## config.mk

```make
export PLATFORM = sky130hd
export DESIGN_NAME = instruction_fetch_unit_flat
export DESIGN_NICKNAME = d
export VERILOG_FILES = /design/src/rtl/instruction_fetch_unit_pkg.sv /design/src/rtl/instruction_fetch_unit_if.sv /design/src/rtl/instruction_fetch_unit_memory.sv /design/src/rtl/instruction_fetch_unit.sv /design/src/flat_wrapper.sv
export SDC_FILE = /design/constraint.sdc
export NUM_CORES = 1
export LEC_CHECK = 0
export CAP_MARGIN = 20
export CORE_UTILIZATION = 64
export CTS_CLUSTER_DIAMETER = 200
export DETAILED_ROUTE_END_ITERATION = 8
export PLACE_DENSITY = 0.84
export SYNTH_ARGS = -nofsm -noshare
export SYNTH_HDL_FRONTEND = slang
export SYNTH_SLANG_ARGS = --single-unit
```

## constraint.sdc

```tcl
create_clock -name CLK -period 6.1 [get_ports CLK]
set_input_delay 1.525 -clock CLK [delete_from_list [all_inputs] [get_ports CLK]]
set_output_delay 1.525 -clock CLK [all_outputs]
set_load 0.005 [all_outputs]
```

## src/rtl/instruction_fetch_unit_pkg.sv

```systemverilog
// Shared CPU definitions: opcodes, slot timing, instruction field layout and fetch states.
package cpu_pkg;

    localparam logic [2:0] OP_MOV = 3'b000;
    localparam logic [2:0] OP_ADD = 3'b001;
    localparam logic [2:0] OP_SUB = 3'b010;
    localparam logic [2:0] OP_ABS = 3'b011;
    localparam logic [2:0] OP_NOT = 3'b100;
    localparam logic [2:0] OP_AND = 3'b101;
    localparam logic [2:0] OP_NEG = 3'b110;
    localparam logic [2:0] OP_HLT = 3'b111;

    localparam int         SLOT_CYCLES = 8;
    localparam logic [2:0] SLOT_LAST   = 3'd7;

    // Instruction word layout: [7:5] opcode, [4:2] operand 1 address,
    // [1] operand 2 type, [0] operand number.
    localparam int OPC_MSB  = 7;
    localparam int OPC_LSB  = 5;
    localparam int OP1_MSB  = 4;
    localparam int OP1_LSB  = 2;
    localparam int OP2T_BIT = 1;
    localparam int OPN_BIT  = 0;

    // Idle instruction register value decodes as HLT.
    localparam logic [7:0] IR_RESET = 8'hE0;

    typedef enum logic [1:0] {
        ST_IDLE = 2'd0,
        ST_RUN  = 2'd1,
        ST_HALT = 2'd2
    } fetch_state_e;

    // True when the instruction word carries the HLT opcode.
    function automatic logic is_hlt(input logic [7:0] word);
        return (word[OPC_MSB:OPC_LSB] == OP_HLT);
    endfunction

endpackage : cpu_pkg

```

## src/rtl/instruction_fetch_unit_if.sv

```systemverilog
// Load/start bus and decoded-instruction outputs of the fetch unit.
interface instruction_fetch_unit_if #(
    parameter int PC_W = 4
);
    logic            Load_enable;
    logic [PC_W-1:0] Load_address;
    logic [7:0]      Load_data;
    logic            Start;

    logic [2:0]      Opcode;
    logic [2:0]      Operand_1_address;
    logic            Operand_2_type;
    logic            Operand_number;
    logic [PC_W-1:0] PC_out;
    logic [2:0]      Slot;
    logic            Running;
    logic            Halted;

    // Host / testbench side: loads the program, requests runs, observes the fetch.
    modport master (
        output Load_enable, Load_address, Load_data, Start,
        input  Opcode, Operand_1_address, Operand_2_type, Operand_number,
        input  PC_out, Slot, Running, Halted
    );

    // Fetch unit side.
    modport slave (
        input  Load_enable, Load_address, Load_data, Start,
        output Opcode, Operand_1_address, Operand_2_type, Operand_number,
        output PC_out, Slot, Running, Halted
    );
endinterface : instruction_fetch_unit_if

```

## src/rtl/instruction_fetch_unit_memory.sv

```systemverilog
// Program store: DEPTH x 8 array, synchronous write, asynchronous read.
// Contents are deliberately not reset.
module instruction_memory #(
    parameter int DEPTH = 16,
    parameter int AW    = $clog2(DEPTH)
) (
    input  logic          CLK,
    input  logic          we_i,
    input  logic [AW-1:0] waddr_i,
    input  logic [7:0]    wdata_i,
    input  logic [AW-1:0] raddr_i,
    output logic [7:0]    rdata_o
);
    logic [7:0] mem_q [DEPTH];

    // Write port: one word per edge when enabled.
    always_ff @(posedge CLK) begin
        if (we_i) begin
            mem_q[waddr_i] <= wdata_i;
        end
    end

    // A read of the address being written this edge returns the old word.
    assign rdata_o = mem_q[raddr_i];
endmodule : instruction_memory

```

## src/rtl/instruction_fetch_unit.sv

```systemverilog
// Instruction fetch unit: program store, program counter and 8-phase slot
// counter; presents one instruction per slot to the downstream decoder.
module instruction_fetch_unit
    import cpu_pkg::*;
#(
    parameter int DEPTH = 16,
    parameter int PC_W  = $clog2(DEPTH)
) (
    input  logic                     CLK,
    input  logic                     RESET,
    instruction_fetch_unit_if.slave  bus
);
    localparam logic [PC_W-1:0] PC_ZERO = PC_W'(0);
    localparam logic [PC_W-1:0] PC_ONE  = PC_W'(1);

    fetch_state_e    state_q, state_d;
    logic [2:0]      slot_q;
    logic [PC_W-1:0] pc_q, pc_d;
    logic [7:0]      ir_q, ir_d;
    logic            pending_q, pending_d;
    logic            running_q, running_d;
    logic            halted_q, halted_d;

    logic            boundary_s;
    logic            launch_s;
    logic            mem_we_s;
    logic [PC_W-1:0] fetch_addr_s;
    logic [7:0]      fetch_word_s;
    logic            fetch_hlt_s;

    // Slot 7 edge is where a new instruction is latched.
    assign boundary_s   = (slot_q == SLOT_LAST);
    // A run starts from IDLE/HALT at a boundary if a Start is pending or present now.
    assign launch_s     = boundary_s && (state_q != ST_RUN) && (pending_q || bus.Start);
    // Program store is writable only while not running.
    assign mem_we_s     = bus.Load_enable && (state_q != ST_RUN);
    // Restarts always fetch from address 0; running fetches follow the PC.
    assign fetch_addr_s = (state_q == ST_RUN) ? pc_q : PC_ZERO;
    assign fetch_hlt_s  = is_hlt(fetch_word_s);

    instruction_memory #(
        .DEPTH (DEPTH),
        .AW    (PC_W)
    ) u_mem (
        .CLK     (CLK),
        .we_i    (mem_we_s),
        .waddr_i (bus.Load_address),
        .wdata_i (bus.Load_data),
        .raddr_i (fetch_addr_s),
        .rdata_o (fetch_word_s)
    );

    // Free-running slot counter, cleared only by RESET so it tracks the decoder.
    always_ff @(posedge CLK) begin
        if (RESET) begin
            slot_q <= 3'd0;
        end else begin
            slot_q <= slot_q + 3'd1;
        end
    end

    // FSM state register.
    always_ff @(posedge CLK) begin
        if (RESET) begin
            state_q <= ST_IDLE;
        end else begin
            state_q <= state_d;
        end
    end

    // FSM next-state logic.
    always_comb begin
        state_d = state_q;
        case (state_q)
            ST_IDLE, ST_HALT: begin
                if (launch_s) begin
                    state_d = fetch_hlt_s ? ST_HALT : ST_RUN;
                end else begin
                    state_d = state_q;
                end
            end
            ST_RUN: begin
                if (boundary_s && fetch_hlt_s) begin
                    state_d = ST_HALT;
                end else begin
                    state_d = ST_RUN;
                end
            end
            default: state_d = ST_IDLE;
        endcase
    end

    // FSM outputs: PC, IR, pending-start flag and status next values.
    always_comb begin
        pc_d      = pc_q;
        ir_d      = ir_q;
        pending_d = pending_q;
        case (state_q)
            ST_IDLE, ST_HALT: begin
                if (launch_s) begin
                    ir_d      = fetch_word_s;
                    pc_d      = fetch_hlt_s ? PC_ZERO : PC_ONE;
                    pending_d = 1'b0;
                end else begin
                    pending_d = pending_q || bus.Start;
                end
            end
            ST_RUN: begin
                if (boundary_s) begin
                    ir_d = fetch_word_s;
                    pc_d = fetch_hlt_s ? pc_q : (pc_q + PC_ONE);
                end else begin
                    ir_d = ir_q;
                end
            end
            default: begin
                pc_d      = PC_ZERO;
                ir_d      = IR_RESET;
                pending_d = 1'b0;
            end
        endcase
        running_d = (state_d == ST_RUN);
        halted_d  = (state_d == ST_HALT);
    end

    // Datapath and status registers.
    always_ff @(posedge CLK) begin
        if (RESET) begin
            pc_q      <= PC_ZERO;
            ir_q      <= IR_RESET;
            pending_q <= 1'b0;
            running_q <= 1'b0;
            halted_q  <= 1'b0;
        end else begin
            pc_q      <= pc_d;
            ir_q      <= ir_d;
            pending_q <= pending_d;
            running_q <= running_d;
            halted_q  <= halted_d;
        end
    end

    assign bus.Opcode            = ir_q[OPC_MSB:OPC_LSB];
    assign bus.Operand_1_address = ir_q[OP1_MSB:OP1_LSB];
    assign bus.Operand_2_type    = ir_q[OP2T_BIT];
    assign bus.Operand_number    = ir_q[OPN_BIT];
    assign bus.PC_out            = pc_q;
    assign bus.Slot              = slot_q;
    assign bus.Running           = running_q;
    assign bus.Halted            = halted_q;
endmodule : instruction_fetch_unit

```

## src/flat_wrapper.sv

```systemverilog
// flat-port wrapper written by rule: the top's interface ports become plain ports
module instruction_fetch_unit_flat import cpu_pkg::*;
#(
    parameter int DEPTH = 16,
    parameter int PC_W  = $clog2(DEPTH)
)
  (CLK, RESET, bus_Load_enable, bus_Load_address, bus_Load_data, bus_Start, bus_Opcode, bus_Operand_1_address, bus_Operand_2_type, bus_Operand_number, bus_PC_out, bus_Slot, bus_Running, bus_Halted);
  instruction_fetch_unit_if #(.PC_W(PC_W)) bus_i ();
  input  logic CLK;
  input  logic RESET;
  input wire logic [$bits(bus_i.Load_enable)-1:0] bus_Load_enable;
  input wire logic [$bits(bus_i.Load_address)-1:0] bus_Load_address;
  input wire logic [$bits(bus_i.Load_data)-1:0] bus_Load_data;
  input wire logic [$bits(bus_i.Start)-1:0] bus_Start;
  output wire logic [$bits(bus_i.Opcode)-1:0] bus_Opcode;
  output wire logic [$bits(bus_i.Operand_1_address)-1:0] bus_Operand_1_address;
  output wire logic [$bits(bus_i.Operand_2_type)-1:0] bus_Operand_2_type;
  output wire logic [$bits(bus_i.Operand_number)-1:0] bus_Operand_number;
  output wire logic [$bits(bus_i.PC_out)-1:0] bus_PC_out;
  output wire logic [$bits(bus_i.Slot)-1:0] bus_Slot;
  output wire logic [$bits(bus_i.Running)-1:0] bus_Running;
  output wire logic [$bits(bus_i.Halted)-1:0] bus_Halted;
  assign bus_i.Load_enable = bus_Load_enable;
  assign bus_i.Load_address = bus_Load_address;
  assign bus_i.Load_data = bus_Load_data;
  assign bus_i.Start = bus_Start;
  assign bus_Opcode = bus_i.Opcode;
  assign bus_Operand_1_address = bus_i.Operand_1_address;
  assign bus_Operand_2_type = bus_i.Operand_2_type;
  assign bus_Operand_number = bus_i.Operand_number;
  assign bus_PC_out = bus_i.PC_out;
  assign bus_Slot = bus_i.Slot;
  assign bus_Running = bus_i.Running;
  assign bus_Halted = bus_i.Halted;
  instruction_fetch_unit #(.DEPTH(DEPTH), .PC_W(PC_W)) u_core (.CLK(CLK), .RESET(RESET), .bus(bus_i));
endmodule
```

After elaboration in Yosys (flattened, before gate mapping)
Memories as Yosys holds them, arrays and structs flattened.
Index checks and enable logic that the tools add are counted.
- add/sub/neg operators: 2
- equality and inequality tests: 10
- mux-type cells: 17
- reduce and logical (&&, ||, !) cells: 9
- operators with widths (cell ; count):
    2-to-1 mux 4 bit ; 4
    2-to-1 mux 8 bit ; 2
    case mux 8 bit (2 select lines) ; 1
    case mux 4 bit (2 select lines) ; 1
    equality test 3 bit, second input constant ; 2
    2-to-1 mux 2 bit ; 3
    inequality test 2 x 1 -> 1 bit, second input constant ; 3
    adder 4 x 1 -> 4 bit, second input constant ; 1
    equality test 2 x 1 -> 1 bit, second input constant ; 2
    equality test 2 bit, second input constant ; 2
    logical AND 1 bit ; 4
    2-to-1 mux 1 bit ; 4
    case mux 2 bit (2 select lines) ; 1
    adder 3 x 1 -> 3 bit, second input constant ; 1
    AND reduction 3 bit ; 1
    zero test 2 bit ; 1
    inequality test 2 bit, second input constant ; 1
    case mux 1 bit (2 select lines) ; 1
    AND reduction 2 bit ; 1
    OR reduction 2 bit ; 1
    logical OR 1 bit ; 1
- register bits: 20
- RAM bits: 128
- bits of input ports: 16
- word-level logic and storage cells: 46
- memories: 1
- memory list (memory ; words ; bits a word ; rd ports ; clocked after memory_dff ; wr ports ; RTL line ; source):
    u_core.u_mem.mem_q ; 16 ; 8 ; 1 ; 0 ; 1 ; instruction_fetch_unit_memory.sv:14 ; logic [7:0] mem_q [DEPTH];

Depth between registers and ports, before layout
An unclocked memory read counts as a cell.
- depth after elaboration: 8
- depth in mapped cells: 10
- gate-level depth less buffers: 8

Modules after synthesis
Synthesis repeated with hierarchy kept, for this count alone.
- cells, all modules: 321
- area, all modules: 5873.1 µm²
- modules (own cells, without submodules) (module ; instances ; cells each ; area each (µm²) ; seq. area each (µm²)):
    instruction_memory ; 1 ; 221 ; 4987.3 ; 3843.7
    instruction_fetch_unit ; 1 ; 100 ; 885.8 ; 400.4

Worst setup path before layout
OpenSTA, ideal clock, no wires.
- path type: in2reg
- start point: input port bus_Load_address[0]
- end point: memory u_core.u_mem.mem_q[0][0], enable pin
- library setup time: 383 ps
- arrival time: 2556 ps
- data required time: 5717 ps
- path slack: 3160 ps
- cell stages on the path: 2
- cells stage by stage: or3_1 nor3_1
- RTL lines (what ; RTL line ; source):
    from (decl) ; flat_wrapper.sv:12 ; input wire logic [$bits(bus_i.Load_address)-1:0] bus_Load_address;
    to (decl) ; instruction_fetch_unit_memory.sv:14 ;
No word-level cell before the write port.

Worst setup path in the final report
- start point: register u_core.pc_q[0] (netlist: u_core.bus.PC_out[0])
- end point: output port bus_PC_out[0]
- RTL lines (what ; RTL line ; source):
    from (decl) ; instruction_fetch_unit.sv:18 ; logic [PC_W-1:0] pc_q, pc_d;
    from (signal assigned) ; instruction_fetch_unit.sv:135 ; pc_q <= pc_d;
    to (decl) ; flat_wrapper.sv:19 ; output wire logic [$bits(bus_i.PC_out)-1:0] bus_PC_out;
No word-level cell between the ends.

==> results.json <==
{
  "post-dp-hpwl_um": 8199,
  "syn_area_per_cell_um2": 14.64,
  "io_pins": 33,
  "track_usage": 0.2891,
  "post_drt_wl_per_cell_um": 22.48,
  "gr-total-overflow": 0,
  "slowest_stage": "clkdlybuf4s50_1",
  "max-cap-violations": 0,
  "port_buffers": 32,
  "ys.flop_type": "edfxtp_1",
  "grt_pass1_wl_um": 20620,
  "cts_tree": "yes",
  "via_count": 3937,
  "setup_slack_ps": 2475,
  "maxSlewHeadroom": 0.3758,
  "clkSlewWorstSetupHoldPaths_ps": 60,
  "cp_slowest_stage_delay_ps": 640,
  "pre_cts_slack_ps": 2626,
  "htree_levels": 4,
  "fmax_mhz": 275.9,
  "register_area_um2": 4245,
  "wl_um": 13490,
  "hold_viol_final": 0,
  "worstMarginPinSlew_ps": 936.3,
  "p_total_mw": 2.189,
  "drv_slew": 0,
  "place.gp.congestion": 0.7935,
  "clk_latency_ps": 520,
  "die_area_um2": 10140,
  "route.met2.wl_um": 6508,
  "fin_nets": 477,
  "cts_root_buf": "clkbuf_8",
  "fin_skew_ps": 8.226,
  "die_h_um": 100.7,
  "setup_viol": 0,
  "wl_met3_um": 1288,
  "final_cell_mix": "edfxtp_1 (128), nor2_1 (37), clkdlybuf4s50_1 (32), a21oi_1 (20), dfxtp_1 (19)",
  "timing.reg2reg.setup_slack_ps": 3040,
  "antenna_left": 0,
  "dr.max_layer_used": "met4",
  "path_class": "flip-flop to output port",
  "first_pass_iters": 5,
  "start_kind": "flip-flop",
  "path_buf_inv": 2,
  "post-cts-setup-buffers": 0,
  "outcome": "finished, final reports clean",
  "post_synth_inst_count": 426,
  "layout_commonest_cell": "edfxtp_1",
  "fp.coreArea_um2": 9328,
  "hold_class": "flip-flop to flip-flop",
  "cp_top_family": "buffers and inverters",
  "cp_cell_sequence": "buf_4, clkdlybuf4s50_1",
  "crit_fanout": 67,
  "antenna_found_initial": 0,
  "num_rows": 35,
  "synth_edf_count": 128,
  "fin_crit_sh": 0.5942,
  "area_growth_pct": 15.51,
  "initial_core_util": 0.6684,
  "drtIter0Drc": 382,
  "p_leak_nw": 2.356,
  "drt-met1-wl_um": 5332,
  "multi_input_area_um2": 1808,
  "numCtsBuffers": 17,
  "netlist_area_um2": 6235,
  "seq_area_frac_synth": 0.6807,
  "worstPathRequired_ps": 4580,
  "drive_gt1_frac": 0.1550,
  "tns_ps": 0,
  "power_density_nw_per_um2": 303.9,
  "clock_path_buffers": 2,
  "nFillCells": 533,
  "yosysWarnings": 0,
  "n_antenna_cell": 0,
  "post_cts_resized": 0,
  "via_per_inst": 6.562,
  "grt_max_degree": 68,
  "async_flop_share": 0,
  "ir_drop_uv": 201.6,
  "cp_data_arrival_time_ps": 2100,
  "synth_seq_cells": 148,
  "grt_pass1_vias": 3661,
  "crit_path_end_kind": "output port",
  "drc": 0,
  "synth.distinct_cells": 58,
  "clock_sinks": 148,
  "hold_buffers": 0,
  "die_x_um": 100.7,
  "syn-num-nets": 445,
  "rsz0062_at_grt": "no",
  "final.min_clock_period_ps": 3625
}
==> flip-flops by register name, summed over array words and instances, names as in the netlist <==
name and count:
u_core.pending_q 1, u_core.state_q 2, u_core.bus.Slot 3, u_core.u_mem.mem_q 128
u_core.bus.PC_out 4, u_core.bus.Running 1, u_core.bus.Halted 1, u_core.ir_q 8
==> power by group <==
group | internal, mW | leakage (nW) | switching [mW]
logic | 0.0212 | 0.761 | 0.0368
clock network | 0.622 | 0.276 | 0.392
registers | 1.11 | 1.32 | 0.00385
total | 1.76 | 2.36 | 0.433
==> layer usage <==
metal | vias up | track usage
li1 | 1719 | -
met4 | 0 | 0.1204
met2 | 257 | 0.4468
met1 | 1924 | 0.4007
met3 | 37 | 0.06865
met5 | - | 0
==> worst paths after layout <==
kind,to,depth (start not counted),start
max,bus_PC_out[0],2,u_core.bus.PC_out[0]
min reg2reg,u_core.bus.Slot[0],1,u_core.bus.Slot[0]
max reg2reg,u_core.state_q[0],6,u_core.state_q[0]
min,u_core.bus.Slot[0],1,u_core.bus.Slot[0]
==> cell families after synthesis <==
logic type | share of synthesized area
AO/OA/AOI/OAI | 0.09813
flip-flops | 0.6807
buffers and inverters | 0.02930
AND/OR/NAND/NOR | 0.1034
multiplexers | 0.08248
adder cells (fa/ha/maj) | 0.006021
==> worst register-to-register path, cell delays in order (launching register included) <==
cell	delay, ps
dfxtp_1	730
and2b_1	840
and2_1	460
o211ai_2	170
nor3_2	430
o21ai_1	130
and3_1	190
==> stage by stage <==
step | utilization | hold slack (ps) | instance area, um^2 | std cells
2_1_floorplan | - | 432.4 | 6235 | 426
3_3_place_gp | 0.7087 | 427.2 | 6610 | 566
3_5_place_dp | 0.7100 | 441.1 | 6623 | 568
4_1_cts | 0.7721 | 454.8 | 7202 | 600
5_1_grt | 0.7721 | 464.0 | 7202 | 600
6_report | 0.7721 | 447.1 | 7202 | 600
==> synth_stat cells (all sizes together), types with 9 or more instances <==
cell / n / area share
inv: 10 / 0.0060
buf: 18 / 0.018
a21oi: 20 / 0.016
mux2i: 15 / 0.024
o21ai: 18 / 0.015
nand2b: 12 / 0.012
nand2: 18 / 0.011
edfxtp: 128 / 0.62
or2: 13 / 0.013
dfxtp: 20 / 0.064
nand3: 9 / 0.0072
mux4: 14 / 0.051
nor2: 37 / 0.022
==> layout make-up <==
type	instances	area share
Inverter	10	0.005212
Timing Repair Buffer	39	0.05142
Sequential cell	148	0.5895
Clock inverter	13	0.02189
Tap cell	129	0.02241
Multi-Input combinational cell	242	0.2510
Clock buffer	19	0.05855
Power figures use the tool's default switching activity.
